`src/rtl/inst_queue_p2.sv`:
```
// Instruction queue: host pushes 12-bit instructions into a FIFO, the head is
// decoded each cycle and either forwarded downstream, turned into a stall, or trapped.
`timescale 1ns/1ps

module inst_queue_p2 #(
    parameter int DEPTH = 4
) (
    input  logic                     clock,
    input  logic                     reset,
    input  logic [11:0]              in_inst,
    input  logic                     in_valid,
    output logic                     in_ready,
    output logic [11:0]              inst,
    output logic                     inst_en,
    output logic [$clog2(DEPTH):0]   count,
    output logic                     error
);

    localparam int AW = $clog2(DEPTH);
    localparam int CW = AW + 1;

    typedef enum logic [1:0] {
        ST_RESET = 2'd0,
        ST_READY = 2'd1,
        ST_WAIT  = 2'd2,
        ST_ERROR = 2'd3
    } state_t;

    state_t          state_q, state_d;
    logic [AW-1:0]   wr_ptr_q, wr_ptr_d;
    logic [AW-1:0]   rd_ptr_q, rd_ptr_d;
    logic [CW-1:0]   count_q, count_d;
    logic [7:0]      wait_cnt_q, wait_cnt_d;
    logic [11:0]     inst_q, inst_d;
    logic            inst_en_q, inst_en_d;
    logic            error_q, error_d;
    logic            in_ready_q, in_ready_d;

    logic [11:0]     fifo_mem_q [DEPTH];
    logic [11:0]     head;
    logic [3:0]      head_op;
    logic            push;
    logic            pop;
    logic            flush;

    // The head is read combinationally so a word can be consumed on the edge
    // right after it was written.
    assign head    = fifo_mem_q[rd_ptr_q];
    assign head_op = head[11:8];
    assign push    = in_valid && in_ready_q;

    always_comb begin
        state_d    = state_q;
        wait_cnt_d = wait_cnt_q;
        inst_d     = 12'h000;
        inst_en_d  = 1'b0;
        pop        = 1'b0;
        flush      = 1'b0;

        case (state_q)
            ST_RESET: state_d = ST_READY;
            ST_READY: begin
                if (count_q != '0) begin
                    pop = 1'b1;
                    case (head_op)
                        4'h0, 4'h1, 4'h2: begin
                            inst_d    = head;
                            inst_en_d = 1'b1;
                        end
                        4'hF: begin
                            // WAIT 0 is just a consumed bubble; no state change.
                            if (head[7:0] != 8'h00) begin
                                wait_cnt_d = head[7:0];
                                state_d    = ST_WAIT;
                            end
                        end
                        default: begin
                            state_d = ST_ERROR;
                            flush   = 1'b1;
                        end
                    endcase
                end
            end
            ST_WAIT: begin
                wait_cnt_d = wait_cnt_q - 8'd1;
                if (wait_cnt_q <= 8'd1) begin
                    wait_cnt_d = 8'd0;
                    state_d    = ST_READY;
                end
            end
            ST_ERROR: state_d = ST_ERROR;
            default: begin
                state_d = ST_ERROR;
                flush   = 1'b1;
            end
        endcase

        if (flush) begin
            wr_ptr_d = '0;
            rd_ptr_d = '0;
            count_d  = '0;
        end else begin
            wr_ptr_d = wr_ptr_q + AW'(push);
            rd_ptr_d = rd_ptr_q + AW'(pop);
            count_d  = count_q + CW'(push) - CW'(pop);
        end

        error_d    = (state_d == ST_ERROR);
        // Accept decision uses post-edge occupancy only, so a full FIFO never
        // accepts even when a pop is happening in the same cycle.
        in_ready_d = ((state_d == ST_READY) || (state_d == ST_WAIT)) &&
                     (count_d < CW'(DEPTH));
    end

    always_ff @(posedge clock) begin
        if (reset) begin
            state_q    <= ST_RESET;
            wr_ptr_q   <= '0;
            rd_ptr_q   <= '0;
            count_q    <= '0;
            wait_cnt_q <= 8'd0;
            inst_q     <= 12'h000;
            inst_en_q  <= 1'b0;
            error_q    <= 1'b0;
            in_ready_q <= 1'b0;
        end else begin
            state_q    <= state_d;
            wr_ptr_q   <= wr_ptr_d;
            rd_ptr_q   <= rd_ptr_d;
            count_q    <= count_d;
            wait_cnt_q <= wait_cnt_d;
            inst_q     <= inst_d;
            inst_en_q  <= inst_en_d;
            error_q    <= error_d;
            in_ready_q <= in_ready_d;
        end
    end

    always_ff @(posedge clock) begin
        if (!reset && push) begin
            fifo_mem_q[wr_ptr_q] <= in_inst;
        end
    end

    assign in_ready = in_ready_q;
    assign inst     = inst_q;
    assign inst_en  = inst_en_q;
    assign count    = count_q;
    assign error    = error_q;

endmodule
```
`config.mk`:
```
export PLATFORM = sky130hd
export DESIGN_NAME = inst_queue_p2
export DESIGN_NICKNAME = d
export VERILOG_FILES = /design/src/rtl/inst_queue_p2.sv
export SDC_FILE = /design/constraint.sdc
export NUM_CORES = 1
export LEC_CHECK = 0
export BUFFER_PORTS_ARGS = -buffer_cell sky130_fd_sc_hd__buf_2
export CAP_MARGIN = 20
export CORE_MARGIN = 2
export CORE_UTILIZATION = 40
export CTS_CLUSTER_DIAMETER = 50
export DETAILED_ROUTE_END_ITERATION = 10
export GPL_ROUTABILITY_DRIVEN = 1
export PLACE_DENSITY_LB_ADDON = 0.25
export SETUP_SLACK_MARGIN = 0.2
export SYNTH_ARGS = -nofsm -noshare
export SYNTH_HDL_FRONTEND = slang
export SYNTH_SLANG_ARGS = --single-unit
```
`constraint.sdc`:
```
create_clock -name clock -period 3 [get_ports clock]
set_input_delay 0.15 -clock clock [delete_from_list [all_inputs] [get_ports clock]]
set_output_delay 0.15 -clock clock [all_outputs]
set_load 0.005 [all_outputs]
```
==> results.py <==
metrics = {
    "layout": {
        "final_area_um2": 3750,
        "n_antenna_cell": 0,
        "fin_nets": 290,
        "fin_cells": 374,
        "seq_area_um2": 2080,
        "fill_cells": 686,
        "drive_gt1_share_pct": 26.5,
        "area_growth_pct": 17.8,
        "multi_input_area_um2": 1030,
    },
    "critical_path": {
        "crit_arrival_ps": 2720,
        "required_ps": 3230,
        "start_kind": "flip-flop",
        "worst-setup-path-type": "reg2reg",
        "crit_fanout": 7,
        "crit_path_end_kind": "flip-flop",
    },
    "sta": {
        "rsz0062_at_grt": "no",
        "worst_hold_slack_ps": 25.7,
        "setup-violations-final": 0,
        "relSlewSlack_pct": 56.7,
        "slew_viol_final": 0,
        "clock_skew_ps": 7.95,
        "fin_crit_ps": 2480,
        "finalCritPeriodShare_pct": 82.8,
        "final_hold_viol_count": 0,
        "setup_tns_ps": 0,
        "tightest_slew_ps": 649,
        "fmax_mhz": 403,
    },
    "power": {
        "p_leak_nw": 1.42,
        "ir_worst_vdd_uv": 328,
        "power_density_nw_per_um2": 746,
    },
    "drt": {
        "route.detailed.wl_per_inst_um": 15.3,
        "drc": 0,
        "postRouteAntennaNets": 0,
        "dr.pass1.iters": 4,
        "vias_per_cell": 4.97,
        "wirelength_um": 5710,
        "drtIter0Drc": 80,
        "vias": 1858,
    },
    "logic_synthesis": {
        "synth_flop_cell": "edfxtp_1",
        "synth_warnings": 0,
        "synth-edff-count": 48,
        "ys_seq_area_share_pct": 65.5,
        "synth-seq-cells": 80,
        "synth.cell_area_um2": 3180,
        "syn_inst": 219,
        "synthArstFlopShare_pct": 0,
        "avgSynthCellArea_um2": 14.5,
        "ys_types": 44,
    },
    "die": {
        "core_um2": 7730,
        "start_util_pct": 41.2,
        "io_pins": 33,
        "die_h_um": 93.2,
        "num_rows": 32,
        "fp.dieW_um": 93.2,
        "dieArea_um2": 8680,
    },
    "placed_design": {
        "place_area_um2": 3500,
        "dp.cells": 355,
        "dpl.hpwl_um": 4010,
        "port_buffers": 32,
        "finalWeightedCongestion": 0.819,
    },
    "clocking": {
        "cts.sink_count": 80,
        "clkTransAtPathRegs_ps": 80,
        "clk_latency_ps": 350,
        "postCtsSetupBuffers": 0,
        "cts_htree_levels": 3,
        "cts-root-buf": "clkbuf_8",
        "cts_tree": "yes",
        "clock_path_buffers": 2,
        "cts_inserted_buffers": 9,
    },
    "grt": {
        "grt_usage_pct": 14.6,
        "grt_pass1_wl_um": 9250,
        "first_global_vias": 1810,
        "grt_overflow": 0,
        "antenna_found_initial": 0,
        "grt_max_degree": 18,
    },
    "min_path": {
        "hold_path.class": "in2reg",
    },
    "flow_run": {
        "cap_viol_max_count": 0,
    },
    "run_status": {
        "outcome": "finished, final reports clean",
    },
}
==> state kept, by name, summed over array words and instances (netlist names) <==
register / count
rd_ptr_q: 2
count: 3
inst: 12
state_q: 2
wr_ptr_q: 2
error: 1
inst_en: 1
in_ready: 1
wait_cnt_q: 8
fifo_mem_q: 48
==> placed cells by master, fill, tap and decap left out, types with 3 or more instances in the layout <==
master / instances
nand2_1: 8
o21ai_0: 5
nand2b_1: 6
or3_1: 3
xnor2_1: 5
a21oi_1: 7
buf_4: 9
nor3_1: 6
dfxtp_1: 31
o31ai_1: 3
inv_1: 10
nor2_1: 13
dlygate4sd3_1: 3
and2_1: 10
nor2b_1: 5
edfxtp_1: 48
ha_1: 7
mux2i_1: 4
buf_2: 32
mux4_2: 10
clkbuf_8: 9
==> power breakdown <==
part | switching, mW | total, mW | leakage [nW] | internal (mW)
logic | 0.341 | 0.650 | 0.624 | 0.309
registers | 0.0644 | 1.31 | 0.693 | 1.25
clock network | 0.366 | 0.832 | 0.102 | 0.465
total | 0.772 | 2.80 | 1.42 | 2.02
==> worst max-delay path: stages (launching register included) <==
cell and delay [ps]:
dfxtp_2 420, buf_4 200, mux4_2 550, nor4_1 310, a211oi_2 190, a21oi_1 190, nand2_1 80, ha_1 300
nand2b_1 90, a21oi_1 50
==> synth_stat cells (all sizes together), types with 6 or more instances <==
master | count | share of area [%]
nand2b | 6 | 1.2
nor2 | 13 | 1.5
ha | 7 | 2.8
nand2 | 8 | 0.94
and2 | 10 | 2.0
edfxtp | 48 | 45
inv | 10 | 1.2
mux4 | 12 | 8.7
nor3 | 6 | 0.94
a21oi | 7 | 1.1
dfxtp | 32 | 20
==> worst paths after layout <==
path	end	cells after the start	start	slack, ps
setup / recovery	in_ready	9	rd_ptr_q[0]	520
hold / removal	fifo_mem_q[1][9]	1	in_inst[9]	30
setup reg to reg	in_ready	9	rd_ptr_q[0]	520
hold reg to reg	wait_cnt_q[6]	1	wait_cnt_q[6]	560
==> routing by layer <==
metal  global-route usage (%)  share of wire, %
met1                     18.7                45
met4                     4.78               1.6
met5                        0                 0
met3                     6.12               4.3
met2                     22.5                49
==> per-stage QoR <==
stage	utilization (%)	power (mW)	setup slack [ps]
2_1_floorplan	-	1.80	548
3_3_place_gp	45.3	1.98	464
3_5_place_dp	45.3	1.99	357
4_1_cts	48.2	2.83	367
5_1_grt	48.5	2.96	291
6_report	48.5	2.80	516
==> final cells by class <==
type | instances | area share, %
clock buffers | 10 | 3.41
repair buffers | 44 | 6.88
multi-input cells | 122 | 27.4
flip-flops and latches | 80 | 55.6
inverters | 10 | 1.00
well taps | 102 | 3.41
clock inverters | 6 | 2.27
==> cells by family after synthesis <==
family | count (synthesis) | share of synthesized area (%)
AO/OA/AOI/OAI | 26 | 5.63
XOR/XNOR | 7 | 1.93
adder cells (fa/ha/maj) | 8 | 3.38
buffers and inverters | 18 | 2.56
flip-flops | 80 | 65.5
multiplexers | 16 | 9.99
other | 1 | 0.118
AND/OR/NAND/NOR | 63 | 10.9
==> repair_timing <==
action | CTS | global route
hold buffers | 1 | 2
gates resized for setup | 0 | 1
endpoints found under the hold margin | 4 | 8
endpoints found under the setup margin | 0 | 1
Power figures use the tool's default switching activity.
